$ cat src/rtl/wb_byte_master_pkg.sv
// rtl/wb_byte_master_pkg.sv - shared status codes, command fields and state encoding
package wb_byte_master_pkg;

    localparam logic [7:0] ST_OK      = 8'h00;
    localparam logic [7:0] ST_TIMEOUT = 8'h01;
    localparam logic [7:0] ST_BADCMD  = 8'h02;

    localparam int CMD_WE_BIT  = 7;
    localparam int CMD_RSV_MSB = 6;
    localparam int CMD_RSV_LSB = 4;
    localparam int CMD_ADR_MSB = 3;
    localparam int CMD_ADR_LSB = 0;

    typedef enum logic [2:0] {
        S_IDLE,
        S_GET_DATA,
        S_STROBE,
        S_WAIT_ACK,
        S_SEND_STATUS,
        S_SEND_DATA
    } state_t;

    function automatic logic cmd_is_bad(input logic [7:0] cmd);
        return cmd[CMD_RSV_MSB:CMD_RSV_LSB] != 3'b000;
    endfunction

endpackage

$ cat src/rtl/wb_ack_timer.sv
// rtl/wb_ack_timer.sv - saturating wait counter flagging the last cycle of the ack window
module wb_ack_timer #(
    parameter int TIMEOUT = 15
) (
    input  logic i_clk,
    input  logic i_rst_n,
    input  logic i_clear,
    input  logic i_enable,
    output logic o_expired
);
    localparam int CNT_W = $clog2(TIMEOUT + 1);

    logic [CNT_W-1:0] r_count;

    always_ff @(posedge i_clk or negedge i_rst_n) begin
        if (!i_rst_n) begin
            r_count <= '0;
        end else if (i_clear) begin
            r_count <= '0;
        end else if (i_enable && (r_count != CNT_W'(TIMEOUT))) begin
            r_count <= r_count + 1'b1;
        end
    end

    assign o_expired = (r_count == CNT_W'(TIMEOUT - 1));

endmodule

$ cat src/rtl/wb_byte_master.sv
// rtl/wb_byte_master.sv - byte-stream to single-cycle Wishbone master bridge
module wb_byte_master
    import wb_byte_master_pkg::*;
#(
    parameter int ADDR_W  = 4,
    parameter int DATA_W  = 8,
    parameter int TIMEOUT = 15
) (
    input  logic              clk_i,
    input  logic              rst_i,
    input  logic [7:0]        rx_data,
    input  logic              rx_valid,
    output logic              rx_ready,
    output logic [7:0]        tx_data,
    output logic              tx_valid,
    input  logic              tx_ready,
    output logic [ADDR_W-1:0] wb_adr_o,
    output logic [DATA_W-1:0] wb_dat_o,
    input  logic [DATA_W-1:0] wb_dat_i,
    output logic              wb_we_o,
    output logic              wb_stb_o,
    input  logic              wb_ack_i,
    output logic              busy
);
    state_t             r_state;
    state_t             w_state_nxt;
    logic [ADDR_W-1:0]  r_adr;
    logic [DATA_W-1:0]  r_wdat;
    logic               r_we;
    logic [7:0]         r_status;
    logic [7:0]         r_rdata;
    logic               w_tmr_clear;
    logic               w_tmr_en;
    logic               w_tmr_expired;
    logic               w_ack_ok;
    logic               w_expired_now;

    wb_ack_timer #(.TIMEOUT(TIMEOUT)) u_ack_timer (
        .i_clk     (clk_i),
        .i_rst_n   (rst_i),
        .i_clear   (w_tmr_clear),
        .i_enable  (w_tmr_en),
        .o_expired (w_tmr_expired)
    );

    // Acks are only meaningful while a cycle is outstanding; late acks fall through.
    assign w_ack_ok      = wb_ack_i && ((r_state == S_STROBE) || (r_state == S_WAIT_ACK));
    assign w_expired_now = (r_state == S_WAIT_ACK) && !wb_ack_i && w_tmr_expired;

    always_ff @(posedge clk_i or negedge rst_i) begin
        if (!rst_i) begin
            r_state <= S_IDLE;
        end else begin
            r_state <= w_state_nxt;
        end
    end

    always_comb begin
        w_state_nxt = r_state;
        rx_ready    = 1'b0;
        tx_valid    = 1'b0;
        wb_stb_o    = 1'b0;
        w_tmr_clear = 1'b0;
        w_tmr_en    = 1'b0;
        case (r_state)
            S_IDLE: begin
                rx_ready = 1'b1;
                if (rx_valid) begin
                    if (cmd_is_bad(rx_data))        w_state_nxt = S_SEND_STATUS;
                    else if (rx_data[CMD_WE_BIT])   w_state_nxt = S_GET_DATA;
                    else                            w_state_nxt = S_STROBE;
                end
            end
            S_GET_DATA: begin
                rx_ready = 1'b1;
                if (rx_valid) w_state_nxt = S_STROBE;
            end
            S_STROBE: begin
                wb_stb_o    = 1'b1;
                w_tmr_clear = 1'b1;
                w_state_nxt = wb_ack_i ? S_SEND_STATUS : S_WAIT_ACK;
            end
            S_WAIT_ACK: begin
                w_tmr_en = 1'b1;
                if (wb_ack_i || w_tmr_expired) w_state_nxt = S_SEND_STATUS;
            end
            S_SEND_STATUS: begin
                tx_valid = 1'b1;
                if (tx_ready) begin
                    w_state_nxt = (!r_we && (r_status != ST_BADCMD)) ? S_SEND_DATA : S_IDLE;
                end
            end
            S_SEND_DATA: begin
                tx_valid = 1'b1;
                if (tx_ready) w_state_nxt = S_IDLE;
            end
            default: w_state_nxt = S_IDLE;
        endcase
    end

    always_ff @(posedge clk_i or negedge rst_i) begin
        if (!rst_i) begin
            r_adr    <= '0;
            r_wdat   <= '0;
            r_we     <= 1'b0;
            r_status <= ST_OK;
            r_rdata  <= '0;
        end else begin
            if ((r_state == S_IDLE) && rx_valid) begin
                if (cmd_is_bad(rx_data)) begin
                    r_status <= ST_BADCMD;
                end else begin
                    r_we  <= rx_data[CMD_WE_BIT];
                    r_adr <= rx_data[ADDR_W-1:0];
                end
            end
            if ((r_state == S_GET_DATA) && rx_valid) begin
                r_wdat <= DATA_W'(rx_data);
            end
            if (w_ack_ok) begin
                r_status <= ST_OK;
                if (!r_we) r_rdata <= 8'(wb_dat_i);
            end else if (w_expired_now) begin
                r_status <= ST_TIMEOUT;
                r_rdata  <= '0;
            end
        end
    end

    assign tx_data  = (r_state == S_SEND_DATA) ? r_rdata : r_status;
    assign wb_adr_o = r_adr;
    assign wb_dat_o = r_wdat;
    assign wb_we_o  = r_we;
    assign busy     = (r_state != S_IDLE);

endmodule

$ cat config.mk
export PLATFORM = sky130hd
export DESIGN_NAME = wb_byte_master
export DESIGN_NICKNAME = d
export VERILOG_FILES = /design/src/rtl/wb_byte_master_pkg.sv /design/src/rtl/wb_ack_timer.sv /design/src/rtl/wb_byte_master.sv
export SDC_FILE = /design/constraint.sdc
export NUM_CORES = 1
export LEC_CHECK = 0
export CAP_MARGIN = 20
export CORE_ASPECT_RATIO = 1.4
export CORE_UTILIZATION = 29
export CTS_CLUSTER_DIAMETER = 60
export DETAILED_ROUTE_END_ITERATION = 12
export GPL_ROUTABILITY_DRIVEN = 0
export GPL_TIMING_DRIVEN = 0
export HOLD_SLACK_MARGIN = 0.06
export SYNTH_ARGS = -nofsm -noshare
export SYNTH_HDL_FRONTEND = slang
export SYNTH_SLANG_ARGS = --single-unit
$ cat constraint.sdc
create_clock -name clk_i -period 1.3 [get_ports clk_i]
set_clock_uncertainty 0.05 [all_clocks]
set_input_delay 0.26 -clock clk_i [delete_from_list [all_inputs] [get_ports clk_i]]
set_output_delay 0.26 -clock clk_i [all_outputs]
set_load 0.005 [all_outputs]
# Yosys cells after proc, flatten, opt, wreduce, memory -nomap -nowiden
# Cells that the tools add are included.
# classes
add_sub_neg	1
eq_ne	14
n_mux	24
bitwise_logic	1
reduce_logical	24
# op_table
operator	count
$mux W8	8
$mux W3	8
$pmux W3 S6	1
$reduce_bool A3 Y1	4
$ne A2 B2 Y1 const B	5
$mux W4	2
$ne A8 B2 Y1 const B	1
$logic_and A1 B1 Y1	7
$eq A3 B2 Y1 const B	2
$eq A3 B3 Y1 const B	2
$reduce_and A2 Y1	3
$reduce_and A5 Y1	1
$add A4 B1 Y4 const B	1
$eq A4 B4 Y1 const B	1
$mux W1	4
$ne A4 B4 Y1 const B	1
$reduce_bool A2 Y1	2
$reduce_or A2 Y1	2
$eq A3 B1 Y1 const B	1
$logic_not A3 Y1	1
$logic_not A1 Y1	2
$logic_or A1 B1 Y1	2
$mux W2	1
$ne A2 B1 Y1 const B	1
$not A1 Y1	1
# word_totals
ff_bits	36
in_bits	21
out_inout_bits	25
word_cells	71

# Longest topological paths before layout
# Gate-level depths: netlist of run 1.
# depth
depth_word	5
mapped_depth	6
depth_no_buf	6

# Hierarchy
# From an unflattened synthesis of run 1, not the netlist that was laid out.
# hier_totals
hier_cells	143
area_unflattened_um2	1554.0
# modules_own_cells
module	n_inst	cells_per_inst	area_each_um2
wb_byte_master	1	120	1302.5
wb_ack_timer	1	23	251.5

# Worst setup path after synthesis of run 1
# OpenSTA, ideal clock, no wires.
# synth_path
kind	reg-to-reg
from	register r_state[1]
to	register r_adr[0] (netlist: wb_adr_o[0])
setup_ns	0.125
t_arrival_ns	1.293
t_required_ns	1.125
path_slack_ns	-0.168
stages_incl_launch_ff	5
period_less_slack_ns	1.468
path_cell_list	dfrtp_1 -> buf_2 -> nor3_2 -> nand3_1 -> mux2_2
# synth_between
elab_chain_len	3
# synth_rtl
element	line	rtl
start: declaration	wb_byte_master.sv:25	state_t r_state;
start signal: assignment	wb_byte_master.sv:54	r_state <= w_state_nxt;
$logic_not A3 Y1	wb_byte_master.sv:109	if ((r_state == S_IDLE) && rx_valid) begin
$logic_and A1 B1 Y1	wb_byte_master.sv:109	
$reduce_and A2 Y1 (no line)	n/a	
end signal: assignment	wb_byte_master.sv:114	r_adr <= rx_data[ADDR_W-1:0];
end: declaration	wb_byte_master.sv:27	logic [ADDR_W-1:0] r_adr;
# Every way passes these cells.
# A chain may end at the register's enable or synchronous reset.

# Worst setup path in the final report of run 1
# layout_path
from	register r_state[1]
to	output tx_data[6]
# layout_between
elab_chain_len	2
# layout_rtl
element	line	rtl
$eq A3 B3 Y1	wb_byte_master.sv:130	assign tx_data = (r_state == S_SEND_DATA) ? r_rdata : r_status;
$mux W8	wb_byte_master.sv:130	
end: declaration	wb_byte_master.sv:14	output logic [7:0] tx_data,
# Every way passes these cells.

==> impl_results.md, run 1 <==
* Status: finished with violations
* Failing checks: negative setup slack
* Worst r2r dst: wb_we_o
* DR WL/cell at 15.6 um
* DRC at 0
* Syn_area_per_cell at 11.2 um2
* Total Neg Setup Slack at -10.66 ns
* Unique masters post-synth at 31
* Switch Pwr at 0.00187 W
* ANT cells at 0
* Logic pwr share at 51.6%
* # fillers at 418
* Die area at 5160 um2
* Final hold violations at 0
* Critical path endpoint category: primary output
* Synthesized Nets at 149
* Area growth syn-to-layout at 79.5%
* Chip Width at 61.0 um
* H-tree depth at 2
* # setup viols final at 42
* Post-synth EDFFs at 0
* Async set-reset flop share out of synthesis at 100%
* Vias at 1333
* Slew margin rel. at 59.4%
* I/O pin count at 46
* Post-synth top flop: dfrtp_1
* Critical path's most frequent cell: buf_6
* Chip Height at 84.6 um
* Clk pin slew, worst setup/hold paths at 0.07 ns
* Power Total at 0.00575 W
* Final #Nets at 229
* R2R depth at 6
* R2R Setup Slk at -0.31 ns
* Initial antenna violation count at 0
* CTS Sinks at 30
* Net Sw Frac at 32.4%
* WL final at 4190 um
* Clock network power share at 20.3%
* Rows at 29
* Fin crit share at 133%
* Core footprint at 4610 um2
* RSZ-0062 raised after global routing: yes
* Tmin final at 1.73 ns
* CTS tree: done
* Maximum clock path buffer count at 2
* WS Path Type: reg2out
* Max-Cap Viols at 0
* Critical path fanouts, max at 4
* Commonest non-fill, non-tap cell in the layout: dfrtp_1
* Gr usage total at 17.5%
* Slowest stage cell, crit path: dfrtp_1
* Port Buffer Count at 45
* Leakage at 1.18 nW
* Number of global-route vias before repair at 1445
* Total iterations of the first detailed-routing run at 4
* DRT antenna net count at 0
* First-pass GRT wire length at 6690 um
* Worst setup SP type: flip-flop
* Starting Density at 30.7%
* Vias per std cell at 4.96
* First DRT Iteration DRCs at 46
* Sequential Power Share at 28.1%
* Clock buffer count from CTS at 5
* Cells after synthesis at 126
* Slew Viols, Final at 0
* Synth warnings at 0
* Cts hold-fix bufs at 0
* CP endpoint: tx_data[6]
* Overflow after GRT at 0
* Hold Path Class: in2async
* Synth Cell Area at 1410 um2
* Arrival time at the worst endpoint at 1.42 ns
* Worst EP required at 0.99 ns
* Post-synthesis sequential area ratio at 53.1%
* Fraction of layout cells with a size suffix above 1 at 48.3%
* Crit-path cells: buf_6, nand2b_4, inv_4, buf_6, buf_6, and3_4, buf_6
* Slowest Stage Delay on Critical Path at 0.39 ns
* Pwr per Cell Area at 2270 nW/um2
* Clock root cell: clkbuf_8
* Worst IR drop on VDD at 1210 uV
* Fmax at 579 MHz
* Critical R2R Launch: r_state[1]
* Most frequent cells in the layout: dfrtp_1, clkdlybuf4s50_1, buf_4, buf_6, dlygate4sd2_1
* Clk_lat worst skew at 0.28 ns
* Largest net degree at the start of global routing at 21
* #FFs+latches synth at 30
* Post-DP HPWL at 2750 um
* Internal at 0.00389 W
* Setup slack after layout at -0.428 ns
* Critical path origin: r_state[1]
* Slew @ Worst Pin at 0.608 ns
==> metrics by stage <==
stage	setup WS, ns	hold slack (ns)	util, %	instances	instance area, um2
6_report	-0.428	0.309	55.0	269	2530
5_1_grt	-0.483	0.334	55.0	269	2530
4_1_cts	-0.421	0.322	54.5	269	2510
3_5_place_dp	-0.598	0.434	45.3	234	2090
3_3_place_gp	-0.757	0.426	44.7	233	2060
2_1_floorplan	-0.114	-0.0856	-	126	1530
==> repair_timing <==
action / in CTS / in global routing
setup endpoints to repair: 54 / 43
resized for setup: 93 / 6
setup buffers: 28 / 1
pin swaps: 17 / 5
==> layer usage <==
metal,wire length [um],track usage (%)
met5,0,0
met2,2240,30.8
met1,1660,19.6
met3,238,5.24
met4,57,5.58
==> area by class of cell <==
| type | count | area (um2) | area share, % |
|---|---|---|---|
| clock inverter | 2 | 60.1 | 2.37 |
| buffer | 3 | 32.5 | 1.28 |
| tap | 62 | 77.6 | 3.06 |
| sequential | 30 | 753 | 29.7 |
| multi-input combinational | 86 | 845 | 33.3 |
| inverter | 6 | 25.0 | 0.987 |
| timing repair buffer | 74 | 659 | 26.0 |
| clock buffer | 6 | 82.6 | 3.26 |
==> cell usage after synthesis, drive strengths merged, types with 3 or more instances <==
cell / n / area share (%)
nand2: 3 / 0.80
nand4: 3 / 1.3
and3: 10 / 4.4
inv: 6 / 1.6
mux2: 14 / 11
o21ai: 3 / 1.1
nand3: 4 / 1.4
a22o: 8 / 5.0
nor3: 5 / 2.9
a21oi: 7 / 2.5
nor2: 11 / 2.9
dfrtp: 30 / 53
==> power by group through the flow <==
| stage | registers, W | logic, W | clock network (W) |
|---|---|---|---|
| floorplan | 0.00161 | 0.00124 | 0 |
| global placement | 0.00164 | 0.00215 | 0 |
| detailed placement | 0.00166 | 0.00220 | 0 |
| CTS | 0.00161 | 0.00289 | 0.00119 |
| global route | 0.00166 | 0.00319 | 0.00123 |
| finish | 0.00162 | 0.00297 | 0.00117 |
==> worst max-delay path, delay by kind of cell (launching register included) <==
family                 cells  cell delay (ns)
flip-flops                 1             0.39
buffers and inverters      5             0.43
AND/OR/NAND/NOR            2             0.31
==> sequential cells by signal, indices dropped and copies added (netlist names) <==
| signal | cells |
|---|---|
| r_rdata | 8 |
| wb_we_o | 1 |
| wb_adr_o | 4 |
| wb_dat_o | 8 |
| r_state | 3 |
| u_ack_timer.r_count | 4 |
| r_status | 2 |
==> worst min path at each step <==
stage / from / to / cells after the start
final: rst_i / wb_dat_o[0] / 1
after global routing: rst_i / wb_dat_o[0] / 1
after CTS: rst_i / wb_dat_o[0] / 1
after detailed placement: r_rdata[4] / r_rdata[4] / 1
after global placement: r_rdata[3] / r_rdata[3] / 1
after floorplan: rst_i / r_rdata[0] / 0
==> cell families after synthesis <==
| family | count (synthesis) | share of synthesized area [%] |
|---|---|---|
| compound gates | 23 | 11.5 |
| xor+xnor | 3 | 1.86 |
| fa+ha+maj | 2 | 1.77 |
| buf+inv | 10 | 2.83 |
| flops | 30 | 53.1 |
| mux | 14 | 11.2 |
| simple gates | 44 | 17.7 |
No activity file was read; power rests on OpenSTA's default activity.
==> run 2: changes to the inputs <==
CTS_CLUSTER_DIAMETER = 100   (was 60)
==> results of run 2 <==
No change in the layout: final DEF, timing and power equal those of run 1.
==> run 3: changes to the inputs <==
SYNTH_HIERARCHICAL = 1   (was unset)
==> impl_results.md, run 3 <==
* Status: finished with violations
* Failing checks: negative setup slack
* Rows at 31 (+6.9%)
* Slew margin rel. at 52.9% (-6.4 points)
* Fraction of layout cells with a size suffix above 1 at 55.2% (+6.9 points)
* Critical path fanouts, max at 2 (-2)
* WS Path Type: reg2out
* Slew Viols, Final at 0 (unchanged)
* First-pass GRT wire length at 7210 um (+7.8%)
* I/O pin count at 46 (unchanged)
* Post-DP HPWL at 2630 um (-4.2%)
* Synth warnings at 6 (+6)
* Area growth syn-to-layout at 86.4%
* Vias at 1446 (+8.5%)
* Most frequent cells in the layout: buf_6, dfrtp_1, buf_4, clkdlybuf4s50_1, mux2_4
* Cells after synthesis at 143 (+13%)
* Slew @ Worst Pin at 0.704 ns (+0.0963 ns)
* Chip Width at 63.9 um (+4.7%)
* Worst r2r dst: wb_adr_o[3]
* Chip Height at 88.6 um (+4.8%)
* Overflow after GRT at 0 (unchanged)
* Die area at 5660 um2 (+9.7%)
* CTS Sinks at 30 (unchanged)
* Post-Layout Inst Area at 2900 um2 (+14%)
* Tmin final at 1.77 ns (+0.0471 ns)
* Maximum clock path buffer count at 2 (unchanged)
* Critical R2R Launch: r_state[1]
* Clk_lat worst skew at 0.29 ns (about the same)
* Total iterations of the first detailed-routing run at 4 (unchanged)
* Number of global-route vias before repair at 1437 (-0.55%)
* Pre-CTS WS at -0.835 ns (-0.236 ns)
* CTS tree: done
* Setup slack after layout at -0.475 ns (-0.0471 ns)
* RSZ-0062 raised after global routing: yes
* Arrival time at the worst endpoint at 1.46 ns (+0.04 ns)
* Reg area at 752 um2 (-0.17%)
* Dpl cell area at 2210 um2 (+5.8%)
* Starting Density at 30.1% (-0.53 points)
* WL final at 4580 um (+9.2%)
* Clock buffer count from CTS at 5 (unchanged)
* Post-synth top flop: dfrtp_1
* Fin crit share at 137% (+3.6 points)
* Pwr per Cell Area at 1760 nW/um2 (-22%)
* Top cells by count, synth: dfrtp_1, nand2_1, mux2_2, nor2_1, o21ai_1
* Worst EP required at 0.99 ns (about the same)
* R2R Setup Slk at -0.46 ns (-0.15 ns)
* # setup viols final at 42 (unchanged)
* Synth Cell Area at 1550 um2 (+10%)
* Async set-reset flop share out of synthesis at 100% (unchanged)
* Leakage at 1.34 nW (+13%)
* Vias per std cell at 4.71 (-5.0%)
* Post-synth EDFFs at 0 (unchanged)
* Port Buffer Count at 45 (unchanged)
* Max-Cap Viols at 0 (unchanged)
* Gr usage total at 17.1% (-0.41 points)
* #FFs+latches synth at 30 (unchanged)
* Syn_area_per_cell at 10.9 um2 (-3.1%)
* Core footprint at 5160 um2 (+12%)
* Hold Path Class: in2async
* Area leader, netlist: dfrtp_1
* Post-synthesis sequential area ratio at 48.3% (-4.8 points)
* R2R depth at 6 (unchanged)
* Fin Hold WS at 0.349 ns (+0.0406 ns)
* Fmax at 563 MHz (-2.7%)
* Clk pin slew, worst setup/hold paths at 0.06 ns (about the same)
* Area of the multi-input gates at 1000 um2 (+19%)
* Worst setup SP type: flip-flop
* DRT antenna net count at 0 (unchanged)
* DR WL/cell at 14.9 um (-4.3%)
* Most common cell in the synthesized netlist: dfrtp_1
* Critical path endpoint category: primary output
* # fillers at 436 (+4.3%)
* Clock root cell: clkbuf_8
* Synth top area cells: dfrtp_1, mux2_4, mux2_2
* Largest net degree at the start of global routing at 19 (-9.5%)
* Synthesized Nets at 166 (+11%)
* Layout Utilization at 56.1% (+1.1 points)
* ANT cells at 0 (unchanged)
* Unique masters post-synth at 42 (+35%)
* Final hold violations at 0 (unchanged)
* Cts hold-fix bufs at 0 (unchanged)
* DRC at 0 (unchanged)
* Initial antenna violation count at 0 (unchanged)
* H-tree depth at 2 (unchanged)
* Final #Nets at 263 (+15%)
* Worst IR drop on VDD at 591 uV (-51%)
* First DRT Iteration DRCs at 39 (-15%)
* Top-area cell type share of the netlist area at 48.3% (-4.8 points)
[run 3: changes by cell type after synthesis, moves of 3 or more]
cell | before | now
nand2_1 | 3 | 18
a22o_1 | 8 | 0
o21ai_1 | 0 | 8
mux2_4 | 0 | 7
mux2_2 | 14 | 9
a21oi_1 | 7 | 3
and3_1 | 10 | 6
nand3_1 | 4 | 0
nor2b_1 | 0 | 4
buf_2 | 2 | 5
[run 3: logic make-up (layout without fill, tap and decap cells)]
logic type	after synthesis	in the layout	synth area share [%]
multiplexers	18	18	14.7
AO/OA/AOI/OAI	21	21	9.10
buffers and inverters	11	109	3.06
flip-flops	30	30	48.3
adder cells (fa/ha/maj)	2	2	1.61
AND/OR/NAND/NOR	61	61	23.3
[run 3: stage by stage]
step / total power (W) / setup TNS [ns] / instances
2_1_floorplan: 0.00236 / -5.30 / 143
3_3_place_gp: 0.00319 / -38.11 / 254
3_5_place_dp: 0.00321 / -20.10 / 255
4_1_cts: 0.00486 / -13.54 / 300
5_1_grt: 0.00538 / -16.59 / 307
6_report: 0.00511 / -14.48 / 307
[run 3: area by class of cell]
cell class                 count  area share [%]
sequential                    30            26.0
clock buffer                   7            2.98
timing repair buffer          91            30.2
inverter                       5           0.821
clock inverter                 1           0.173
tap                           66            2.85
buffer                         5            2.38
multi-input combinational    102            34.6
[run 3: repair_timing]
item,in CTS,in global routing
pin swaps,14,31
gates cloned,3,0
resized for setup,114,33
setup buffers,34,10
setup endpoints to repair,55,42
[run 3: worst max-delay path, cell delays in order (launching register included)]
cell and delay [ns]:
dfrtp_2 0.41, nand2b_4 0.16, inv_4 0.06, and2_4 0.13
mux2_4 0.30, buf_6 0.12
[run 3: layer usage]
metal	wire length (um)	vias to the layer above	track usage, %	part of all wire (%)
li1	-	690	-	-
met1	1880	707	20.0	41
met2	2440	43	30.2	53
met3	182	6	3.61	4.0
met4	70	0	7.44	1.5
met5	0	-	0	0
[run 3: worst max path at each step]
stage	from	endpoint	slack, ns	cells past startpoint
detailed placement	r_state[1]	tx_data[1]	-0.83	5
global placement	r_state[1]	tx_data[1]	-0.83	5
floorplan	u_ack_timer/r_count[0]	r_state[0]	-0.31	7
global route	r_state[1]	tx_data[1]	-0.51	5
CTS	r_state[1]	tx_data[1]	-0.47	5
finish	r_state[1]	tx_data[1]	-0.47	5
[run 3: power breakdown]
| group | leakage, nW | internal, W | switching [W] | total (W) |
|---|---|---|---|---|
| Combinational | 0.901 | 0.00187 | 0.00111 | 0.00298 |
| Sequential | 0.389 | 0.00120 | 0.000152 | 0.00135 |
| Clock | 0.0482 | 0.000426 | 0.000354 | 0.000780 |
